### src/rtl/char_pixel_shifter.sv
// ============================================================================
// char_pixel_shifter: font ROM addressing, cursor inversion and MSB-first
// glyph serialiser. Option macro: CURSOR_UNDERLINE_EN (underline cursor).
// Revision: 1.0
// ============================================================================
`default_nettype none

module char_pixel_shifter #(
   parameter int CHAR_BITS = 8,
   parameter int ROW_BITS  = 4,
   parameter int GLYPH_W   = 8
) (
   input  logic                          clk,
   input  logic                          rst_n,
   input  logic                          load,
   input  logic [CHAR_BITS-1:0]          char_code,
   input  logic [ROW_BITS-1:0]           row,
   input  logic                          cursor,
   input  logic                          blink_on,
   output logic [CHAR_BITS+ROW_BITS-1:0] rom_addr,
   input  logic [GLYPH_W-1:0]            rom_dout,
   output logic                          pixel,
   output logic                          pixel_vld
);

   localparam int CNT_W = $clog2(GLYPH_W + 1);
   localparam logic [CNT_W-1:0] c_cnt_full = CNT_W'(GLYPH_W);
   localparam logic [CNT_W-1:0] c_cnt_one  = CNT_W'(1);
   localparam logic [CNT_W-1:0] c_cnt_zero = '0;

   logic               r_v1;
   logic               r_inv1;
   logic               r_v2;
   logic               r_inv2;
   logic [GLYPH_W-1:0] r_shreg;
   logic [CNT_W-1:0]   r_cnt;
   logic               w_inv;

   // Valid/cursor flags ride alongside the ROM's one-cycle registered read.
   always_ff @(posedge clk or negedge rst_n) begin
      if (!rst_n) begin
         rom_addr <= '0;
         r_v1     <= 1'b0;
         r_inv1   <= 1'b0;
         r_v2     <= 1'b0;
         r_inv2   <= 1'b0;
      end else begin
         if (load) begin
            rom_addr <= {char_code, row};
         end
         r_v1   <= load;
         r_inv1 <= load & cursor & blink_on;
         r_v2   <= r_v1;
         r_inv2 <= r_inv1;
      end
   end

`ifdef CURSOR_UNDERLINE_EN
   logic [ROW_BITS-1:0] r_row1;
   logic [ROW_BITS-1:0] r_row2;

   always_ff @(posedge clk or negedge rst_n) begin
      if (!rst_n) begin
         r_row1 <= '0;
         r_row2 <= '0;
      end else begin
         r_row1 <= row;
         r_row2 <= r_row1;
      end
   end

   // Last two glyph rows are exactly those with every upper row bit set.
   assign w_inv = r_inv2 & (&r_row2[ROW_BITS-1:1]);
`else
   assign w_inv = r_inv2;
`endif

   // A fresh glyph always wins over the shift, giving gapless or truncated cells.
   always_ff @(posedge clk or negedge rst_n) begin
      if (!rst_n) begin
         r_shreg <= '0;
         r_cnt   <= '0;
      end else if (r_v2) begin
         r_shreg <= rom_dout ^ {GLYPH_W{w_inv}};
         r_cnt   <= c_cnt_full;
      end else if (r_cnt != c_cnt_zero) begin
         r_shreg <= {r_shreg[GLYPH_W-2:0], 1'b0};
         r_cnt   <= r_cnt - c_cnt_one;
      end
   end

   assign pixel_vld = (r_cnt != c_cnt_zero);
   assign pixel     = pixel_vld & r_shreg[GLYPH_W-1];

endmodule

`default_nettype wire

### config.mk
export PLATFORM = sky130hd
export DESIGN_NAME = char_pixel_shifter
export DESIGN_NICKNAME = d
export VERILOG_FILES = /design/src/rtl/char_pixel_shifter.sv
export SDC_FILE = /design/constraint.sdc
export NUM_CORES = 1
export LEC_CHECK = 0
export ABC_CLOCK_PERIOD_IN_PS = 2000
export CAP_MARGIN = 10
export CORE_MARGIN = 10
export CORE_UTILIZATION = 44
export CTS_CLUSTER_SIZE = 28
export DETAILED_ROUTE_END_ITERATION = 8
export PLACE_DENSITY = 0.77
export SLEW_MARGIN = 20
export SYNTH_ARGS = -nofsm -noshare
export SYNTH_HDL_FRONTEND = slang
export SYNTH_SLANG_ARGS = --single-unit
### constraint.sdc
create_clock -name clk -period 2 [get_ports clk]
set_input_delay 0.2 -clock clk [delete_from_list [all_inputs] [get_ports clk]]
set_output_delay 0.2 -clock clk [all_outputs]
set_load 0.02 [all_outputs]
==> metrics <==
Lkg Pwr 0.689 nW; CP Data Arrival Time 1580 ps; critical path buffer and inverter count 3; Residual DRC 0; Layout Nets 161; Post-Syn Nets between 100 and 150; clk_skew around 2.6 ps; #FFs+latches synth 28; pin count of the biggest net entering global routing 29; VDD IR max 0.000659 V; Post-synth EDFFs 0; TritonCTS buffer count 3; RePlAce Congestion just under 0.8; Multi-input gate area ~450 um^2; Crit Path Max Fanout 4; CTS Root Cell clkbuf_4; CTS sink cnt 28; clk_lat worst skew 310 ps; final worst path period share 0.889; Gate Count Post-Synth 94; setup_tns 0 ps; Die Y around 70 um; Top FF cell, synth dfrtp_1; startpoint types flip-flop; Seq/Total Area, Yosys 0.592; std cell rows 18; Clk network pwr share 0.174; relative slew slack 0.595; Starting Density 0.469; CP cell instances inv_1 > ha_2 > nor3b_4 > inv_2 > dlygate4sd2_1; Largest delay share family, worst path buffers and inverters; NetSw 0.478 mW; async set-reset flop share out of synthesis 1.00; Synth warnings 0; total power 1.53 mW; critical path class flip-flop to primary output; Setup violations, final 0; IO buf count 38; Max Cap Viol 0; Mapped Area 0.00118 mm^2; reg2reg start r_cnt[0]; nature of the critical path endpoint primary output; n_diodes 0; total gr overflow 0; RSZ-0062 raised after global routing false; core area approximately 0.0025 mm^2; share of cells above drive strength 1 0.112; Post-DP HPWL around 1.9 mm; TritonCTS clock tree built; final wirelength 2.49 mm; Comb power frac 0.338; initial drt markers between 40 and 50; clock-pin slew on the worst setup and hold paths 140 ps; GRT Util Overall 0.102; Syn-to-layout area delta 37.5%; Synth Area per Inst 12.6 um^2; Int Pwr 1.05 mW; most frequent cells in the layout clkdlybuf4s50_1 (36), dfrtp_1 (28), nand2_1 (9), mux2_1 (9); die area roughly 0.0052 mm^2; PwrDens about 940 mW/mm^2; Filler cells 209; commonest non-fill, non-tap cell in the layout clkdlybuf4s50_1; first-pass GRT wire length 4.33 mm; worst slew pin tran just over 600 ps; H-Tree Depth 1; via count of the first global-routing pass 1000; switch share 0.313; sequential cell area approximately 700 um^2; fin crit period approximately 1800 ps; Routed Antenna Nets 0; critical path required time between 1500 and 2000 ps; DR vias around 850; FMAX 0.562 GHz; die width between 70 and 80 um; Slowest-stage cell, CP dfrtp_1; Hold Vio Cnt, Final 0; initial antenna violation count 0; DR WL/cell 15.2 um; CTS Buffer Depth 2; outcome finished, final reports clean; CP startpoint r_cnt[0]; synth unique cells 25; IO Count 39; crit-path max cell delay roughly 400 ps; TritonRoute pass-1 iters 4; Final Max Tran Viols 0; class of the worst hold path input pin to asynchronous set/reset pin; Seq pwr share 0.488; vias per inst about 5.2
## cell usage after synthesis, drive strengths merged (2+ instances only)
| cell | instances | share of area |
|---|---|---|
| a21oi | 8 | 0.034 |
| a22oi | 7 | 0.044 |
| inv | 3 | 0.0095 |
| xnor2 | 8 | 0.059 |
| mux2 | 12 | 0.11 |
| dfrtp | 28 | 0.59 |
| nor2 | 2 | 0.0063 |
| buf | 3 | 0.018 |
| nand2 | 9 | 0.029 |
| clkbuf | 2 | 0.0063 |
## worst paths after layout
path	slack [ps]	to	cells after the start
max	220	pixel_vld	5
min	250	r_shreg[4]	2
max reg2reg	540	r_shreg[4]	6
min reg2reg	370	r_inv2	0
max in group asynchronous	1490	r_shreg[2]	2
min in group clk	370	r_inv2	0
## per-stage QoR
| stage | hold slack [ps] | instance area [um^2] | util | instances | worst slack (ps) |
|---|---|---|---|---|---|
| 2_1_floorplan | -95.6 | 1180 | - | 94 | 387 |
| 3_3_place_gp | 332 | 1600 | 0.632 | 160 | 233 |
| 3_5_place_dp | 345 | 1600 | 0.632 | 160 | 190 |
| 4_1_cts | 254 | 1630 | 0.646 | 164 | 40.8 |
| 5_1_grt | 254 | 1630 | 0.645 | 164 | 96.3 |
| 6_report | 248 | 1630 | 0.645 | 164 | 221 |
## flip-flops by register name, indices dropped and copies added, names as in the netlist
| signal | flops |
|---|---|
| r_v2 | 1 |
| r_v1 | 1 |
| rom_addr | 12 |
| r_inv2 | 1 |
| r_cnt | 4 |
| r_inv1 | 1 |
| r_shreg | 8 |
## layer usage
layer  up-vias  track usage  share of wire
met5         -            0              0
met4         0       0.0323         0.0052
met3         2       0.0716           0.16
met2        33        0.163           0.45
met1       416        0.104           0.39
li1        402            -              -
## logic make-up (layout without fill, tap and decap cells)
logic type      Yosys count  after routing  share of synthesized area
flops                    28             28                      0.592
compound gates           18             18                      0.100
simple gates             18             18                     0.0825
mux                      12             12                      0.114
xor+xnor                  9              9                     0.0666
buf+inv                   8             48                     0.0338
fa+ha+maj                 1              1                     0.0106
## what timing repair did
| action | 4_1_cts | 5_1_grt |
|---|---|---|
| hold buffers | 0 | 0 |
| resized for setup | 2 | 3 |
| setup buffers | 0 | 0 |
| setup endpoints to repair | 2 | 1 |
## power by group through the flow
stage	sequential, mW	combinational (mW)	clock (mW)
2_1_floorplan	0.766	0.311	0
3_3_place_gp	0.749	0.518	0
3_5_place_dp	0.757	0.533	0
4_1_cts	0.745	0.522	0.277
5_1_grt	0.760	0.577	0.300
6_report	0.746	0.516	0.265
## final cells by class
cell class	count	share of cell area
clock buffers	4	0.0223
flip-flops and latches	28	0.430
inverters	3	0.00692
multi-input cells	58	0.274
repair buffers	41	0.244
well taps	30	0.0231
Power figures use the tool's default switching activity.
